### config.mk
export PLATFORM = sky130hd
export DESIGN_NAME = id_ex_stage
export DESIGN_NICKNAME = d
export VERILOG_FILES = /design/src/rtl/id_ex_stage.sv
export SDC_FILE = /design/constraint.sdc
export NUM_CORES = 1
export LEC_CHECK = 0
export BUFFER_PORTS_ARGS = -buffer_cell sky130_fd_sc_hd__clkbuf_2
export CELL_PAD_IN_SITES_DETAIL_PLACEMENT = 0
export CELL_PAD_IN_SITES_GLOBAL_PLACEMENT = 1
export CORE_MARGIN = 8
export CORE_UTILIZATION = 35
export CTS_CLUSTER_SIZE = 25
export DETAILED_ROUTE_END_ITERATION = 10
export PLACE_DENSITY = 0.81
export SKIP_CTS_REPAIR_TIMING = 1
export SLEW_MARGIN = 20
export SYNTH_ARGS = -nofsm -noshare
export SYNTH_HDL_FRONTEND = slang
export SYNTH_SLANG_ARGS = --single-unit
export TNS_END_PERCENT = 100
### constraint.sdc
create_clock -name clk -period 4.12 [get_ports clk]
set_clock_uncertainty 0.05 [all_clocks]
set_input_delay 0.824 -clock clk [delete_from_list [all_inputs] [get_ports clk]]
set_output_delay 0.824 -clock clk [all_outputs]
set_load 0.01 [all_outputs]
### src/rtl/id_ex_stage.sv
// ID/EX pipeline register with load-use hazard detection and operand
// forwarding. It captures the decoded instruction once per cycle and feeds
// the ALU with operands forwarded from the MEM and WB stages.
module id_ex_stage #(
  parameter int XLEN   = 32,
  parameter int RA_W   = 5,
  parameter int CTRL_W = 4
) (
  input  logic              clk,
  input  logic              rst,
  input  logic              id_valid,
  input  logic [RA_W-1:0]   id_rs1,
  input  logic [RA_W-1:0]   id_rs2,
  input  logic [RA_W-1:0]   id_rd,
  input  logic [XLEN-1:0]   id_rs1_data,
  input  logic [XLEN-1:0]   id_rs2_data,
  input  logic [XLEN-1:0]   id_imm,
  input  logic              id_use_imm,
  input  logic [CTRL_W-1:0] id_alu_ctrl,
  input  logic [XLEN-1:0]   id_pc,
  input  logic              id_reg_write,
  input  logic              id_mem_read,
  input  logic              id_mem_write,
  input  logic              id_is_branch,
  input  logic [RA_W-1:0]   exmem_rd,
  input  logic              exmem_reg_write,
  input  logic [XLEN-1:0]   exmem_result,
  input  logic [RA_W-1:0]   memwb_rd,
  input  logic              memwb_reg_write,
  input  logic [XLEN-1:0]   memwb_result,
  input  logic              stall,
  input  logic              flush,
  output logic              hazard_stall,
  output logic              ex_valid,
  output logic [XLEN-1:0]   ex_in1,
  output logic [XLEN-1:0]   ex_in2,
  output logic [XLEN-1:0]   ex_store_data,
  output logic [CTRL_W-1:0] ex_ctrl,
  output logic [XLEN-1:0]   ex_pc,
  output logic [RA_W-1:0]   ex_rd,
  output logic              ex_reg_write,
  output logic              ex_mem_read,
  output logic              ex_mem_write,
  output logic              ex_is_branch
);

  // EX-stage copies of the source addresses and operand data
  logic [RA_W-1:0] rs1_p1;
  logic [RA_W-1:0] rs2_p1;
  logic [XLEN-1:0] rs1_data_p1;
  logic [XLEN-1:0] rs2_data_p1;
  logic [XLEN-1:0] imm_p1;
  logic            use_imm_p1;

  logic [XLEN-1:0] cap_rs1;
  logic [XLEN-1:0] cap_rs2;
  logic [XLEN-1:0] fwd_rs1;
  logic [XLEN-1:0] fwd_rs2;
  logic            bubble;

  // Regfile write-then-read: a value retiring in WB this cycle is not yet
  // visible in the regfile read data, so take it straight from WB.
  function automatic logic [XLEN-1:0] wb_bypass(input logic [RA_W-1:0] rs,
                                                input logic [XLEN-1:0] rdata);
    if (memwb_reg_write && (memwb_rd != '0) && (memwb_rd == rs))
      return memwb_result;
    return rdata;
  endfunction

  // Youngest producer wins; x0 is hardwired zero and never forwarded.
  function automatic logic [XLEN-1:0] fwd_operand(input logic [RA_W-1:0] rs,
                                                  input logic [XLEN-1:0] cap);
    if (exmem_reg_write && (exmem_rd != '0) && (exmem_rd == rs))
      return exmem_result;
    if (memwb_reg_write && (memwb_rd != '0) && (memwb_rd == rs))
      return memwb_result;
    return cap;
  endfunction

  // Load-use detection: rs2 matters only when the ALU reads it or a store
  // needs it as data; rs1 is always consumed.
  always_comb begin
    hazard_stall = id_valid && ex_valid && ex_mem_read && (ex_rd != '0) &&
                   ((ex_rd == id_rs1) ||
                    ((ex_rd == id_rs2) && (!id_use_imm || id_mem_write)));
    bubble  = rst || flush || (!stall && (hazard_stall || !id_valid));
    cap_rs1 = wb_bypass(id_rs1, id_rs1_data);
    cap_rs2 = wb_bypass(id_rs2, id_rs2_data);
  end

  // ID -> EX register: reset/flush/hazard insert a bubble, stall holds
  always_ff @(posedge clk) begin
    if (bubble) begin
      ex_valid     <= 1'b0;
      ex_ctrl      <= '0;
      ex_pc        <= '0;
      ex_rd        <= '0;
      ex_reg_write <= 1'b0;
      ex_mem_read  <= 1'b0;
      ex_mem_write <= 1'b0;
      ex_is_branch <= 1'b0;
      rs1_p1       <= '0;
      rs2_p1       <= '0;
      rs1_data_p1  <= '0;
      rs2_data_p1  <= '0;
      imm_p1       <= '0;
      use_imm_p1   <= 1'b0;
    end else if (!stall) begin
      ex_valid     <= 1'b1;
      ex_ctrl      <= id_alu_ctrl;
      ex_pc        <= id_pc;
      ex_rd        <= id_rd;
      ex_reg_write <= id_reg_write;
      ex_mem_read  <= id_mem_read;
      ex_mem_write <= id_mem_write;
      ex_is_branch <= id_is_branch;
      rs1_p1       <= id_rs1;
      rs2_p1       <= id_rs2;
      rs1_data_p1  <= cap_rs1;
      rs2_data_p1  <= cap_rs2;
      imm_p1       <= id_imm;
      use_imm_p1   <= id_use_imm;
    end
  end

  // EX stage: zero-cycle forwarding onto the ALU operand buses
  always_comb begin
    fwd_rs1       = fwd_operand(rs1_p1, rs1_data_p1);
    fwd_rs2       = fwd_operand(rs2_p1, rs2_data_p1);
    ex_in1        = fwd_rs1;
    ex_in2        = use_imm_p1 ? imm_p1 : fwd_rs2;
    ex_store_data = fwd_rs2;
  end

endmodule

==> metrics.cfg <==
[cts]
cts_sinks=153
cts.htree.levels=4
cts_made_buffers=17
clock-root-buffer=clkbuf_16
worstSkewPairLatency_ns=0.43
cts_tree=yes
cts_buffer_depth=2
clkTransAtPathRegs_ns=0.07

[final_layout]
layout.cells.most_common=clkbuf_2
final_core_util=0.4518
post_route_cells_drive_above_1_share=0.3518
nNetsFinal=1681
layout-area-overhead-vs-synth_pct=27.91
layoutNonFillerInstCount=1803
post_route_design_area_um2=12040
final_cell_mix=clkbuf_2 (374), nand2_1 (186), dfxtp_1 (152)

[place]
buffer_ports.inserted=375
detailed_place_hpwl_mm=26.67
last_weighted_congestion_value_of_the_routability_driven_placer=0.8098
preCtsSetupSlack_ns=0.2796
dpl-instance-area_um2=11410
dpl.cell_count=1770

[sta]
tightestPinTransition_ns=1.017
worst_slew_margin_rel=0.3220
portion_of_the_clock_cycle_consumed_by_the_worst_path_in_the_final_layout=0.9327
achievable-frequency_mhz=260.2
final.setup.worst_slack_ns=0.2774
number_of_hold_slack_violations_in_the_final_timing_report=0
setup_viol=0
period_needed_ns=3.843
finalSetupTns_ns=0
drv_slew=0
grt_setup_unrepaired=no

[logic_synthesis]
synth_nets=1386
synth.avg_cell_area_um2=8.164
synth.distinct_cells=40
ys_warn_count=0
post_synth_inst_count=1153
synth.ff_latch_count=153
synth.cell_area_um2=9413
sequential_element_share_of_the_synthesized_area=0.3254

[die]
start_util=0.3532
fp-row-count=60
die_area_um2=32400
core_um2=26650
chipHeight_um=180.0
die_w_um=180.0
ios=376

[critical_path]
wp_data_arrival_ns=2.97
worst_r2r_startpoint=ex_rd[1]
rrSetupSlack_ns=1.59
maximum_fanout_count_along_the_critical_path=20
type_of_destination_of_the_critical_path=primary output
path_class=in2out
timing.rr.end=ex_pc[18]
rr_worst_depth=5
cp-start-kind=input pin
required_ns=3.25

[global_route]
grt_pass1_vias=10030
groute.usage.overall=0.2299
globalRouteOverflowTotal=0
largest_net_degree_at_the_start_of_global_routing=154
grt_first_pass_wirelength_mm=59.83
antenna_found_initial=2

[power_and_ir_drop]
power.density_cell_area_nw_per_um2=322.5
vdd.ir_drop.worst_mv=0.2066
leakagePower_nw=4.488

[drt]
drt_iter0_drc=776
drt_wl_total_mm=38.26
route.detailed.drc=0
ant_nets=0
vias_per_cell=5.452
dr.pass1.iters=5
wl_per_cell_um=21.22
num_vias=9830

[outcome]
status=completed

[min_path]
min_path_type=reg2reg
timing.hold.worst_endpoint=imm_p1[16]
worst_hold_path.num_cells=2
worstHoldStart=imm_p1[16]

[flow_run]
cap_viol_max_count=0

## kinds of logic (layout without fill, tap and decap cells)
group,Yosys count,count (layout),synth area share
AOI/OAI and AO/OA,346,346,0.2402
muxes,128,128,0.1404
and+or+nand+nor,360,360,0.1903
xor gates and xnor gates,40,40,0.03722
buffers and inverters,126,434,0.06646
DFF,153,153,0.3254
other,0,1,0
## layout make-up
type / instances / area, µm²
Fill cell: 2741 / 14610
Multi-Input combinational cell: 874 / 5779
Sequential cell: 153 / 3064
Timing Repair Buffer: 401 / 2141
Tap cell: 341 / 426.7
Clock buffer: 17 / 425.4
Clock inverter: 15 / 197.7
Inverter: 1 / 3.754
Antenna cell: 1 / 2.502
## metrics by stage
stage          power, mW  hold WS [ns]
2_1_floorplan      1.926        0.3876
3_3_place_gp       2.219        0.3948
3_5_place_dp       2.224        0.4020
4_1_cts            3.927        0.4133
5_1_grt            4.058        0.4305
6_report           3.883        0.4110
## routing by layer
metal	global-route usage	vias to the layer above	routed length, µm
met2	0.3724	387	17770
met3	0.07399	53	3089
met5	0	-	13
li1	-	4742	-
met4	0.06936	2	799
met1	0.2871	4646	16590
## how the worst max path moves through the flow
stage	slack, ns	endpoint	startpoint
floorplan	0.75	ex_in2[10]	memwb_rd[4]
global placement	0.32	ex_in2[19]	memwb_rd[1]
detailed placement	0.28	ex_in2[19]	memwb_rd[1]
CTS	0.28	ex_in2[19]	memwb_rd[1]
global route	0.18	ex_in2[30]	memwb_rd[1]
finish	0.28	ex_in2[30]	memwb_rd[1]
## registers in the layout (all words and copies together) (netlist names)
register      cells
ex_valid          1
rs2_p1            5
ex_ctrl           4
ex_mem_read       1
ex_mem_write      1
ex_rd             5
use_imm_p1        1
rs1_data_p1      32
ex_reg_write      1
imm_p1           32
rs2_data_p1      32
rs1_p1            5
ex_is_branch      1
ex_pc            32
## worst max-delay path: stages
cell	delay, ns
clkbuf_2	0.14
or4_4	0.59
o2111a_2	0.47
buf_4	0.29
nand3_1	0.11
a31oi_2	0.12
mux2_2	0.29
clkbuf_2	0.13
## synthesized netlist by cell type
library cell  count  area share
or4_1             2      0.0016
nand3_2           1      0.0011
clkbuf_2          1     0.00053
o21ai_0         105       0.056
nor3_1            1     0.00053
o2111a_2          1      0.0013
a31oi_2          30       0.040
nor2_1            4      0.0016
mux2_2           32       0.038
xor2_1           18       0.017
nor4_4            3      0.0068
buf_2            16      0.0085
o2111ai_4         1      0.0028
a22oi_2           1      0.0013
buf_4             7      0.0056
or3_1             1     0.00067
inv_1             1     0.00040
dfxtp_1         153        0.33
o211ai_2          1      0.0013
o21bai_1          1     0.00080
nand2_1         186       0.074
xnor2_1          22       0.020
mux2i_1          96        0.10
o21ai_1          48       0.026
nor2b_1          87       0.058
and3_1            1     0.00067
o21ai_4           1      0.0017
clkbuf_1         85       0.034
a31oi_1           2      0.0013
o32ai_1          64       0.060
or4_4             1      0.0012
nor4_1           33       0.022
buf_1             2     0.00080
and2_1            1     0.00067
buf_6            14       0.017
nor4_2            1      0.0013
o21ai_2           1     0.00093
nand3_1          37       0.020
a21oi_1          90       0.048
or2_2             1     0.00067
## power by group
group / switching (mW) / leakage (nW) / internal (mW)
Combinational: 0.374 / 2.94 / 0.265
Clock: 0.761 / 0.303 / 0.933
Sequential: 0.0305 / 1.24 / 1.52
Power figures use the tool's default switching activity.
